### src/rtl/countdown_timer_pkg.sv
// Shared definitions for the countdown timer: controller state encoding.
package countdown_timer_pkg;

   // Controller states: waiting for start, counting down, one-cycle expiry.
   typedef enum logic [1:0] {
      ST_IDLE = 2'd0,
      ST_RUN  = 2'd1,
      ST_DONE = 2'd2
   } state_t;

endpackage : countdown_timer_pkg

### src/rtl/countdown_timer_prescale_tick.sv
// Prescaler for the countdown timer: emits one tick every P+1 enabled clocks.
// P is captured on load so later changes on the P input have no effect until
// the next load.
module prescale_tick #(
   parameter int prescaleWidth = 4
) (
   input  logic                     clock,
   input  logic                     masterReset,
   input  logic                     load,
   input  logic [prescaleWidth-1:0] P,
   input  logic                     enable,
   output logic                     tick
);

   localparam logic [prescaleWidth-1:0] PS_ONE = prescaleWidth'(1);

   logic [prescaleWidth-1:0] r_cnt;
   logic [prescaleWidth-1:0] r_p;

   assign tick = enable && (r_cnt == '0);

   // Load counter and period; count down while enabled, reloading after each tick.
   always_ff @(posedge clock) begin
      if (masterReset) begin
         r_cnt <= '0;
         r_p   <= '0;
      end else if (load) begin
         r_cnt <= P;
         r_p   <= P;
      end else if (enable) begin
         if (r_cnt == '0) begin
            r_cnt <= r_p;
         end else begin
            r_cnt <= r_cnt - PS_ONE;
         end
      end
   end

endmodule : prescale_tick

### src/rtl/countdown_timer.sv
// Countdown timer: loads D/P on start, decrements Q every P+1 clocks and
// pulses terminalCount for one cycle when Q reaches zero. Optional auto-reload.
module countdown_timer
   import countdown_timer_pkg::*;
#(
   parameter int busWidth      = 4,
   parameter int prescaleWidth = 4
) (
   input  logic                     clock,
   input  logic                     masterReset,
   input  logic [busWidth-1:0]      D,
   input  logic [prescaleWidth-1:0] P,
   input  logic                     start,
   input  logic                     stop,
   input  logic                     autoReload,
   output logic [busWidth-1:0]      Q,
   output logic                     busy,
   output logic                     terminalCount
);

   localparam logic [busWidth-1:0] Q_ONE = busWidth'(1);

   state_t              r_state;
   state_t              w_state_next;
   logic [busWidth-1:0] r_q;
   logic                w_load;
   logic                w_enable;
   logic                w_tick;

   // The prescaler only advances in RUN when neither stop nor a restart is
   // requested, so stop freezes it and a restart reloads it cleanly.
   assign w_enable = (r_state == ST_RUN) && !stop && !start;

   prescale_tick #(
      .prescaleWidth(prescaleWidth)
   ) u_prescale (
      .clock       (clock),
      .masterReset (masterReset),
      .load        (w_load),
      .P           (P),
      .enable      (w_enable),
      .tick        (w_tick)
   );

   // State register.
   always_ff @(posedge clock) begin
      if (masterReset) begin
         r_state <= ST_IDLE;
      end else begin
         r_state <= w_state_next;
      end
   end

   // Next-state and load decision; stop always outranks start.
   always_comb begin
      w_state_next = r_state;
      w_load       = 1'b0;
      case (r_state)
         ST_IDLE: begin
            if (start && !stop) begin
               w_load       = 1'b1;
               w_state_next = (D != '0) ? ST_RUN : ST_DONE;
            end
         end
         ST_RUN: begin
            if (stop) begin
               w_state_next = ST_IDLE;
            end else if (start) begin
               w_load       = 1'b1;
               w_state_next = (D != '0) ? ST_RUN : ST_DONE;
            end else if (w_tick && (r_q == Q_ONE)) begin
               w_state_next = ST_DONE;
            end
         end
         ST_DONE: begin
            if (stop) begin
               w_state_next = ST_IDLE;
            end else if (autoReload) begin
               w_load       = 1'b1;
               w_state_next = (D != '0) ? ST_RUN : ST_DONE;
            end else begin
               w_state_next = ST_IDLE;
            end
         end
         default: begin
            w_state_next = ST_IDLE;
         end
      endcase
   end

   // Count register: load on start/reload, decrement on tick. RUN is only
   // ever entered with a non-zero count and left when it hits zero, so the
   // decrement can never wrap.
   always_ff @(posedge clock) begin
      if (masterReset) begin
         r_q <= '0;
      end else if (w_load) begin
         r_q <= D;
      end else if (w_tick) begin
         r_q <= r_q - Q_ONE;
      end
   end

   assign Q             = r_q;
   assign busy          = (r_state != ST_IDLE);
   assign terminalCount = (r_state == ST_DONE);

endmodule : countdown_timer
### config.mk
export PLATFORM = sky130hd
export DESIGN_NAME = countdown_timer
export DESIGN_NICKNAME = d
export VERILOG_FILES = /design/src/rtl/countdown_timer_pkg.sv /design/src/rtl/countdown_timer_prescale_tick.sv /design/src/rtl/countdown_timer.sv
export SDC_FILE = /design/constraint.sdc
export NUM_CORES = 1
export LEC_CHECK = 0
export BUFFER_PORTS_ARGS = -buffer_cell sky130_fd_sc_hd__buf_2
export CAP_MARGIN = 15
export CORE_MARGIN = 3
export CORE_UTILIZATION = 49
export CTS_BUF_LIST = sky130_fd_sc_hd__clkbuf_8
export CTS_CLUSTER_DIAMETER = 120
export CTS_CLUSTER_SIZE = 14
export DETAILED_ROUTE_END_ITERATION = 10
export PLACE_DENSITY = 0.85
export SLEW_MARGIN = 30
export SYNTH_ARGS = -nofsm -noshare
export SYNTH_HDL_FRONTEND = slang
export SYNTH_SLANG_ARGS = --single-unit
### constraint.sdc
create_clock -name clock -period 1.45 [get_ports clock]
set_input_delay 0.145 -clock clock [delete_from_list [all_inputs] [get_ports clock]]
set_output_delay 0.145 -clock clock [all_outputs]
set_load 0.03 [all_outputs]
== After elaboration in Yosys (flattened, before gate mapping) ==
Cells that the tools add are included.

* $add $sub $neg: 2
* Eq/ne operators: 5
* Reduce and logical (&&, ||, !) cells: 14
* Multiplexer cells: 19

{| class="wikitable"
|+ Operators by type and width
! kind !! count
|-
| 4-bit 2-to-1 mux || 5
|-
| 2-bit 2-to-1 mux || 7
|-
| 4-bit by 1-bit subtractor with 4-bit output (second input constant) || 2
|-
| 2-bit one-hot mux with 3 select lines || 1
|-
| 2-bit nonzero test || 3
|-
| 1-bit logical AND || 5
|-
| 1-bit 2-to-1 mux || 5
|-
| 4-bit by 1-bit equality test with 1-bit output (second input constant) || 1
|-
| 4-bit zero test || 1
|-
| 4-bit by 3-bit != test with 1-bit output (second input constant) || 1
|-
| 4-bit nonzero test || 1
|-
| 1-bit one-hot mux with 3 select lines || 1
|-
| 2-bit by 1-bit equality test with 1-bit output (second input constant) || 1
|-
| 2-bit equality test (second input constant) || 1
|-
| 1-bit zero test || 2
|-
| 2-bit zero test || 1
|-
| 2-bit != test (second input constant) || 1
|-
| 2-bit AND reduction || 1
|}

* Logic and storage cells: 44
* Bits in registers: 14
* Output and inout bits: 6

== Longest topological paths before layout ==
Gate-level depths: netlist of the first run.

* Depth after elaboration: 9
* Depth in mapped cells: 6
* Depth with buffers taken out: 6

== By module ==
Synthesis of the first run repeated with hierarchy kept, for this count alone.

* Cell total of the unflattened synthesis: 92
* Area total of the unflattened synthesis: 840.8 um^2

{| class="wikitable"
|+ By module, submodules not included
! module !! area an instance (um^2) !! times used !! cells an instance
|-
| prescale_tick || 437.9 || 1 || 48
|-
| countdown_timer || 402.9 || 1 || 44
|}

== Worst setup path after synthesis of the first run ==
OpenSTA, ideal clock, no wires.

* Path kind: reg-to-reg
* Start point: register u_prescale.r_cnt[0]
* End point: register r_q[1] (netlist: Q[1])
* Arrival time: 1399 ps
* Stages on the path, launching flop included: 7
* Setup slack: -20 ps
* Library setup time: 71 ps
* Buffers on the path: 0
* Path through: dfxtp_1 inv_1 ha_1 nor3b_4 a21oi_1 a311o_1 a21oi_1

* Longest elaborated chain between the ends: 3

{| class="wikitable"
|+ RTL lines
! element !! RTL line !! text
|-
| from (decl) || countdown_timer_prescale_tick.sv:17 || <nowiki>logic [prescaleWidth-1:0] r_cnt;</nowiki>
|-
| from (signal assigned) || countdown_timer_prescale_tick.sv:32 || <nowiki>r_cnt <= r_p;</nowiki>
|-
| from (signal assigned) || countdown_timer_prescale_tick.sv:34 || <nowiki>r_cnt <= r_cnt - PS_ONE;</nowiki>
|-
| 4-bit zero test || countdown_timer_prescale_tick.sv:20 || <nowiki>assign tick = enable && (r_cnt == '0);</nowiki>
|-
| 1-bit logical AND || countdown_timer_prescale_tick.sv:20 ||
|-
| 2-bit nonzero test (no source line) || n/a ||
|-
| to (signal assigned) || countdown_timer.sv:100 || <nowiki>r_q <= r_q - Q_ONE;</nowiki>
|-
| to (decl) || countdown_timer.sv:25 || <nowiki>logic [busWidth-1:0] r_q;</nowiki>
|}

No other way between the ends.
A chain may end at the register's enable or synchronous reset.

== Worst setup path after layout of the first run ==
Same ends and word-level chain as after synthesis.

==> results.sh, run 1 <==
export IMPL_p_leak_nw=0.418
export IMPL_regToRegSetupSlack_ns=-0.01
export IMPL_crit_path_max_incr_delay_ns=0.33
export IMPL_yosysSeqAreaShare_pct=33.0
export IMPL_min_delay_start="P[2]"
export IMPL_htreeDepth=1
export IMPL_wl_mm=1.87
export IMPL_violations="negative setup slack"
export IMPL_cts_clk_slew_worst_paths_ns=0.05
export IMPL_layout_min_cycle_time_ns=1.46
export IMPL_syn2layout_area_growth_pct=26.4
export IMPL_first_iter_violations=7
export IMPL_p_comb_share_pct=24.7
export IMPL_drive_above_1_share_pct=45.8
export IMPL_cts_tree="done"
export IMPL_grt_usage_pct=18.9
export IMPL_min_delay_path_class="in2reg"
export IMPL_r2r_cells=6
export IMPL_worstReg2RegStart="u_prescale.r_cnt[0]"
export IMPL_p_int_uw=704
export IMPL_cp_required_ns=1.62
export IMPL_setup_viol=3
export IMPL_path_cells="inv_2 -> ha_4 -> nor3b_4 -> a21oi_1 -> a311o_1 -> a21oi_1"
export IMPL_grt_overflow=0
export IMPL_via_count=774
export IMPL_tritoncts_num_sinks=14
export IMPL_synth_avg_cell_area_um2=9.32
export IMPL_fin_ws_ns=-0.0128
export IMPL_cts_buffers=3
export IMPL_critPathKind="reg2reg"
export IMPL_hpwl_mm=1.36
export IMPL_cp_common_cell="a21oi_1"
export IMPL_worstMarginPinSlew_ns=0.327
export IMPL_drv_slew=0
export IMPL_numPortBuffers=18
export IMPL_drt_pass1_iter_count=5
export IMPL_design_power_total_uw=984
export IMPL_yosys_top_cells_area="dfxtp_1, nand2_1, a211oi_2"
export IMPL_core_um2=1560
export IMPL_p_switching_uw=279
export IMPL_final_util_pct=68.8
export IMPL_clockBufferDepth=2
export IMPL_timing_rr_end="Q[1]"
export IMPL_die_width_um=47.6
export IMPL_grt_max_degree=15
export IMPL_ios=19
export IMPL_crit_fanout=6
export IMPL_clkPwrFrac_pct=31.2
export IMPL_rsz0062_at_grt="yes"
export IMPL_cap_violations=0
export IMPL_cp_end_kind="flop"
export IMPL_outcome="complete, but fails checks"
export IMPL_finalClockSkew_ns=0.00162
export IMPL_p_sw_share_pct=28.4
export IMPL_diodes=0
export IMPL_syn_inst=91
export IMPL_routabilityCongestion=0.852
export IMPL_syn_nets=107
export IMPL_syn_cell_area_um2=848
export IMPL_cts_hold_buf=0
export IMPL_synth_warnings=0
export IMPL_fill_cells=109
export IMPL_cp_arrival_ns=1.64
export IMPL_cts_root_buf="clkbuf_8"
export IMPL_finalNetCount=136
export IMPL_cp_start_kind="flop"
export IMPL_slowest_stage="dfxtp_2"
export IMPL_ys_seq_elements=14
export IMPL_fin_crit_sh_pct=101
export IMPL_maxSlewHeadroom_pct=78.2
export IMPL_path_buf_inv=1
export IMPL_min_delay_path_depth=3
export IMPL_grt_pass1_vias=700
export IMPL_max_freq_mhz=684
export IMPL_grt_pass1_wl_mm=2.94
export IMPL_antenna_found_initial=0
export IMPL_peakVddDrop_mv=0.783
export IMPL_cpLargestDelayFamily="compound AO/OA/AOI/OAI gates"
export IMPL_initial_core_util_pct=54.4
export IMPL_rows=14
export IMPL_drc=0
export IMPL_wl_per_cell_um=13.9
export IMPL_synth_top_cell_area_share_pct=33.0
export IMPL_vias_per_cell=5.78
export IMPL_synth_cell_types=40
export IMPL_die_area_um2=2270
export IMPL_clock_latency_ns=0.24
export IMPL_whs_endpoint="u_prescale.r_p[2]"
export IMPL_power_density_nw_per_um2=917
export IMPL_seq_power_share_pct=44.1
export IMPL_hold_viol=0
export IMPL_synth_area_leader_cell="dfxtp_1"
export IMPL_die_h_um=47.6
export IMPL_ant_nets=0
-- timing repair --
action / CTS / global route
pin swaps: 0 / 12
setup buffers: 0 / 2
endpoints found under the setup margin: 5 / 8
gates resized for setup: 4 / 4
-- per-layer routing --
| layer | part of all wire (%) | vias to the layer above | GRT usage, % |
|---|---|---|---|
| met5 | 0 | - | 0 |
| met4 | 2.0 | 0 | 10.8 |
| met3 | 5.6 | 6 | 5.26 |
| met2 | 47 | 23 | 32.1 |
| met1 | 46 | 357 | 21.0 |
| li1 | - | 388 | - |
-- cells in the final DEF, fill, tap and decap left out, types with 2 or more instances in the layout --
master	n
o211ai_1	2
nand3_2	2
inv_1	2
nor3b_4	2
dfxtp_2	2
inv_2	2
dfxtp_1	12
a21oi_1	6
nor2_2	2
a31oi_1	2
ha_1	2
clkbuf_8	3
buf_4	8
nand2_1	14
a211oi_2	3
nor2_1	6
nor3_1	2
buf_2	18
xor2_1	2
-- worst reg2reg max path, stage by stage, from the launching register on --
cell     delay, ns
dfxtp_2       0.33
inv_2         0.08
ha_4          0.16
nor3b_4       0.33
a21oi_1       0.11
a311o_1       0.27
a21oi_1       0.12
-- synth_stat cells --
master    instances
a21o_1            1
xnor2_1           1
nand2_1          14
nor4b_4           1
dfxtp_1          14
a21boi_1          1
nor3_1            2
nor2_2            2
a31oi_1           2
a21oi_4           1
a211oi_2          3
a21oi_2           1
and3b_1           1
nor3b_4           2
o311ai_1          1
nand3_1           3
nand4b_1          1
o21bai_1          1
a22oi_1           1
nor3_2            1
nand2b_4          1
a311oi_1          1
nor2_1            6
or3b_1            1
ha_1              3
clkbuf_1          1
or2_2             1
a21oi_1           6
a311o_1           1
o211ai_1          2
nor2b_1           1
or4_1             1
a221oi_2          1
inv_1             4
xor2_1            2
buf_6             1
mux2_2            1
nand3b_2          1
nor4_1            1
a21o_2            1
-- layout make-up --
class / instances / area [um^2] / share of cell area, %
Multi-Input combinational cell: 71 / 563 / 52.5
Sequential cell: 14 / 283 / 26.4
Tap cell: 16 / 20.0 / 1.87
Inverter: 4 / 15.0 / 1.40
Timing Repair Buffer: 26 / 150 / 14.0
Clock buffer: 3 / 41.3 / 3.85
-- stage by stage --
| step | TNS [ns] | cells | cell area [um^2] | worst slack (ns) | hold WS (ns) |
|---|---|---|---|---|---|
| after global placement | -0.00512 | 129 | 991 | -0.00512 | 0.398 |
| after global routing | -0.454 | 134 | 1070 | -0.105 | 0.183 |
| final | -0.0216 | 134 | 1070 | -0.0128 | 0.155 |
| after floorplan | 0 | 91 | 851 | 0.00198 | 0.210 |
| after CTS | 0 | 132 | 1040 | 0.0109 | 0.150 |
| after detailed placement | -0.0993 | 129 | 991 | -0.0343 | 0.408 |
-- registers in the layout, summed over array words and instances, names as in the netlist --
signal and count:
Q 4, u_prescale.r_cnt 4, u_prescale.r_p 4, r_state 2
-- kinds of logic after synthesis --
family | after synthesis | synth area share (%)
buf+inv | 6 | 3.54
compound gates | 24 | 23.7
mux | 1 | 1.33
xor+xnor | 3 | 3.10
fa+ha+maj | 3 | 4.43
simple gates | 40 | 30.8
flops | 14 | 33.0
-- power groups by stage --
stage | logic, mW | clock network (mW) | registers, mW
6_report | 0.243 | 0.307 | 0.433
5_1_grt | 0.268 | 0.335 | 0.435
4_1_cts | 0.229 | 0.317 | 0.431
3_5_place_dp | 0.219 | 0 | 0.438
3_3_place_gp | 0.212 | 0 | 0.436
2_1_floorplan | 0.131 | 0 | 0.451
-- worst max path at each step --
stage,from,endpoint,depth (start not counted)
CTS,u_prescale.r_cnt[0],Q[1],6
floorplan,u_prescale.r_cnt[0],Q[1],6
global placement,u_prescale.r_cnt[1],u_prescale.r_cnt[0],6
global route,u_prescale.r_cnt[0],Q[1],6
detailed placement,u_prescale.r_cnt[0],Q[1],6
finish,u_prescale.r_cnt[0],Q[1],6
Power figures use the tool's default switching activity.
==> inputs of run 2 (changes only) <==
==> constraint.sdc (replaced) <==
create_clock -name clock -period 1.45 [get_ports clock]
set_input_delay 0.145 -clock clock [delete_from_list [all_inputs] [get_ports clock]]
set_output_delay 0.145 -clock clock [all_outputs]
set_load 0.05 [all_outputs]
==> run 2 against run 1 <==
  * The flow still finishes with violations (negative setup slack)
  * Clock-buffer cell count up 1
  * Worst setup slack got worse by 0.023 ns
  * Final cell count is 3.0% higher
  * Via count grew 5.6%
  * Maximum frequency fell by 1.6%
  * Combinational power is 17% higher
  * Sequential power hardly changed
==> results.sh, run 2 (synthesized netlist as in run 1, its figures left out) <==
export IMPL_grt_pass1_vias=737
export IMPL_timing_rr_end="Q[1]"
export IMPL_whs_endpoint="u_prescale.r_p[2]"
export IMPL_grt_overflow=0
export IMPL_final_common_cell="buf_2"
export IMPL_worstReg2RegStart="u_prescale.r_cnt[0]"
export IMPL_tritoncts_num_sinks=14
export IMPL_drt_pass1_iter_count=4
export IMPL_cp_required_ns=1.62
export IMPL_first_iter_violations=22
export IMPL_finalNetCount=139
export IMPL_setup_viol=2
export IMPL_fill_cells=119
export IMPL_cp_start_kind="flop"
export IMPL_path_cells="inv_2 -> ha_4 -> nor3b_4 -> buf_6 -> a21oi_2 -> a311o_1 -> a21oi_2"
export IMPL_critPathKind="reg2reg"
export IMPL_slowest_stage="dfxtp_2"
export IMPL_clockBufferDepth=2
export IMPL_rsz0062_at_grt="yes"
export IMPL_drc=0
export IMPL_peakVddDrop_mv=0.702
export IMPL_crit_fanout=6
export IMPL_cp_arrival_ns=1.66
export IMPL_drv_slew=0
export IMPL_p_leak_nw=0.445
export IMPL_clock_latency_ns=0.24
export IMPL_die_h_um=47.6
export IMPL_htreeDepth=1
export IMPL_final_cells=138
export IMPL_core_um2=1560
export IMPL_hold_viol=0
export IMPL_min_delay_start="P[2]"
export IMPL_ios=19
export IMPL_cts_hold_buf=0
export IMPL_cts_tree="done"
export IMPL_max_freq_mhz=673
export IMPL_cts_root_buf="clkbuf_8"
export IMPL_routabilityCongestion=0.829
export IMPL_wl_per_cell_um=15.9
export IMPL_design_power_total_mw=1.10
export IMPL_vias_per_cell=5.92
export IMPL_fin_hold_ws_ns=0.149
export IMPL_grt_usage_pct=20.2
export IMPL_power_density_nw_per_um2=970
export IMPL_grt_max_degree=15
export IMPL_final_cell_area_um2=1130
export IMPL_die_width_um=47.6
export IMPL_die_area_um2=2270
export IMPL_crit_path_max_incr_delay_ns=0.33
export IMPL_cap_violations=0
export IMPL_ant_nets=0
export IMPL_wl_mm=2.20
export IMPL_mostFrequentLayoutCells="buf_2, nand2_1, buf_4, dfxtp_1, nor2_1"
export IMPL_layout_min_cycle_time_ns=1.49
export IMPL_syn2layout_area_growth_pct=33.8
export IMPL_dp_cells=127
export IMPL_diodes=0
export IMPL_cp_common_cell="a21oi_2"
export IMPL_maxSlewHeadroom_pct=77.8
export IMPL_via_count=817
export IMPL_antenna_found_initial=0
export IMPL_regToRegSetupSlack_ns=-0.04
export IMPL_min_delay_path_class="in2reg"
export IMPL_drive_above_1_share_pct=52.5
export IMPL_initial_core_util_pct=54.4
export IMPL_place_area_um2=988
export IMPL_violations="negative setup slack"
export IMPL_rows=14
export IMPL_outcome="complete, but fails checks"
export IMPL_fin_ws_ns=-0.0361
export IMPL_fin_crit_sh_pct=102
export IMPL_hpwl_mm=1.36
export IMPL_cp_end_kind="flop"
export IMPL_min_delay_path_depth=3
export IMPL_finalClockSkew_ns=0.00220
export IMPL_r2r_cells=7
export IMPL_numPortBuffers=18
export IMPL_grt_pass1_wl_mm=3.16
export IMPL_cts_clk_slew_worst_paths_ns=0.06
export IMPL_worstMarginPinSlew_ns=0.334
export IMPL_cts_buffers=3
==> run 2: cell types whose count changed in the layout (fill, tap and decap cells not counted) <==
| cell | delta |
|---|---|
| a21o_2 | -1 |
| a21o_4 | +1 |
| a21oi_1 | -2 |
| a21oi_2 | +2 |
| buf_4 | +2 |
| buf_6 | +1 |
| clkbuf_8 | +1 |
| dfxtp_1 | -3 |
| dfxtp_2 | +3 |
| nand3_1 | -1 |
| nand3_2 | +1 |
==> run 2: worst max-delay path by stage <==
stage	from	endpoint	slack, ns	depth (start not counted)
after floorplan	u_prescale.r_cnt[0]	Q[1]	0.03	6
after CTS	u_prescale.r_cnt[1]	u_prescale.r_cnt[0]	0.003	6
after global placement	u_prescale.r_cnt[1]	Q[1]	0.002	6
final	u_prescale.r_cnt[0]	Q[1]	-0.04	7
after detailed placement	r_state[1]	u_prescale.r_cnt[0]	-0.08	4
after global routing	u_prescale.r_cnt[0]	Q[1]	-0.08	7
==> run 2: stage by stage <==
step | util [%] | setup WS [ns] | setup TNS, ns
detailed placement | 63.4 | -0.0780 | -0.152
finish | 72.8 | -0.0361 | -0.0527
global route | 72.8 | -0.0828 | -0.200
CTS | 67.9 | 0.00262 | 0
global placement | 63.4 | 0.00178 | 0
floorplan | - | 0.0337 | 0
==> run 2: layout make-up <==
class	count	area, um^2	area share, %
multi-input cells	71	582	51.3
well taps	16	20.0	1.76
repair buffers	29	176	15.5
clock buffers	4	55.1	4.85
inverters	4	15.0	1.32
flip-flops and latches	14	287	25.2
==> run 2: critical path, delay by kind of cell, from the launching register on <==
| kind | cells | cell delay, ns |
|---|---|---|
| DFF | 1 | 0.33 |
| buffers and inverters | 2 | 0.23 |
| AOI/OAI and AO/OA | 3 | 0.51 |
| and+or+nand+nor | 1 | 0.20 |
| adders and majority gates | 1 | 0.14 |
==> run 2: what timing repair did <==
action	CTS	global route
resized for setup	5	8
buffers inserted	1	6
pin swaps	2	7
endpoints found under the setup margin	5	7
==> run 2: per-layer routing <==
metal / GRT usage, % / wire length, um / vias up
met4: 10.2 / 31 / 0
met5: 0 / 0 / -
met2: 33.2 / 1100 / 35
met3: 5.64 / 119 / 6
met1: 24.0 / 940 / 382
li1: - / - / 394
==> run 2: power by group <==
part | switching [mW] | leakage, nW | internal [mW]
registers | 0.0253 | 0.117 | 0.409
logic | 0.159 | 0.300 | 0.126
clock network | 0.141 | 0.0288 | 0.240
total | 0.325 | 0.445 | 0.776
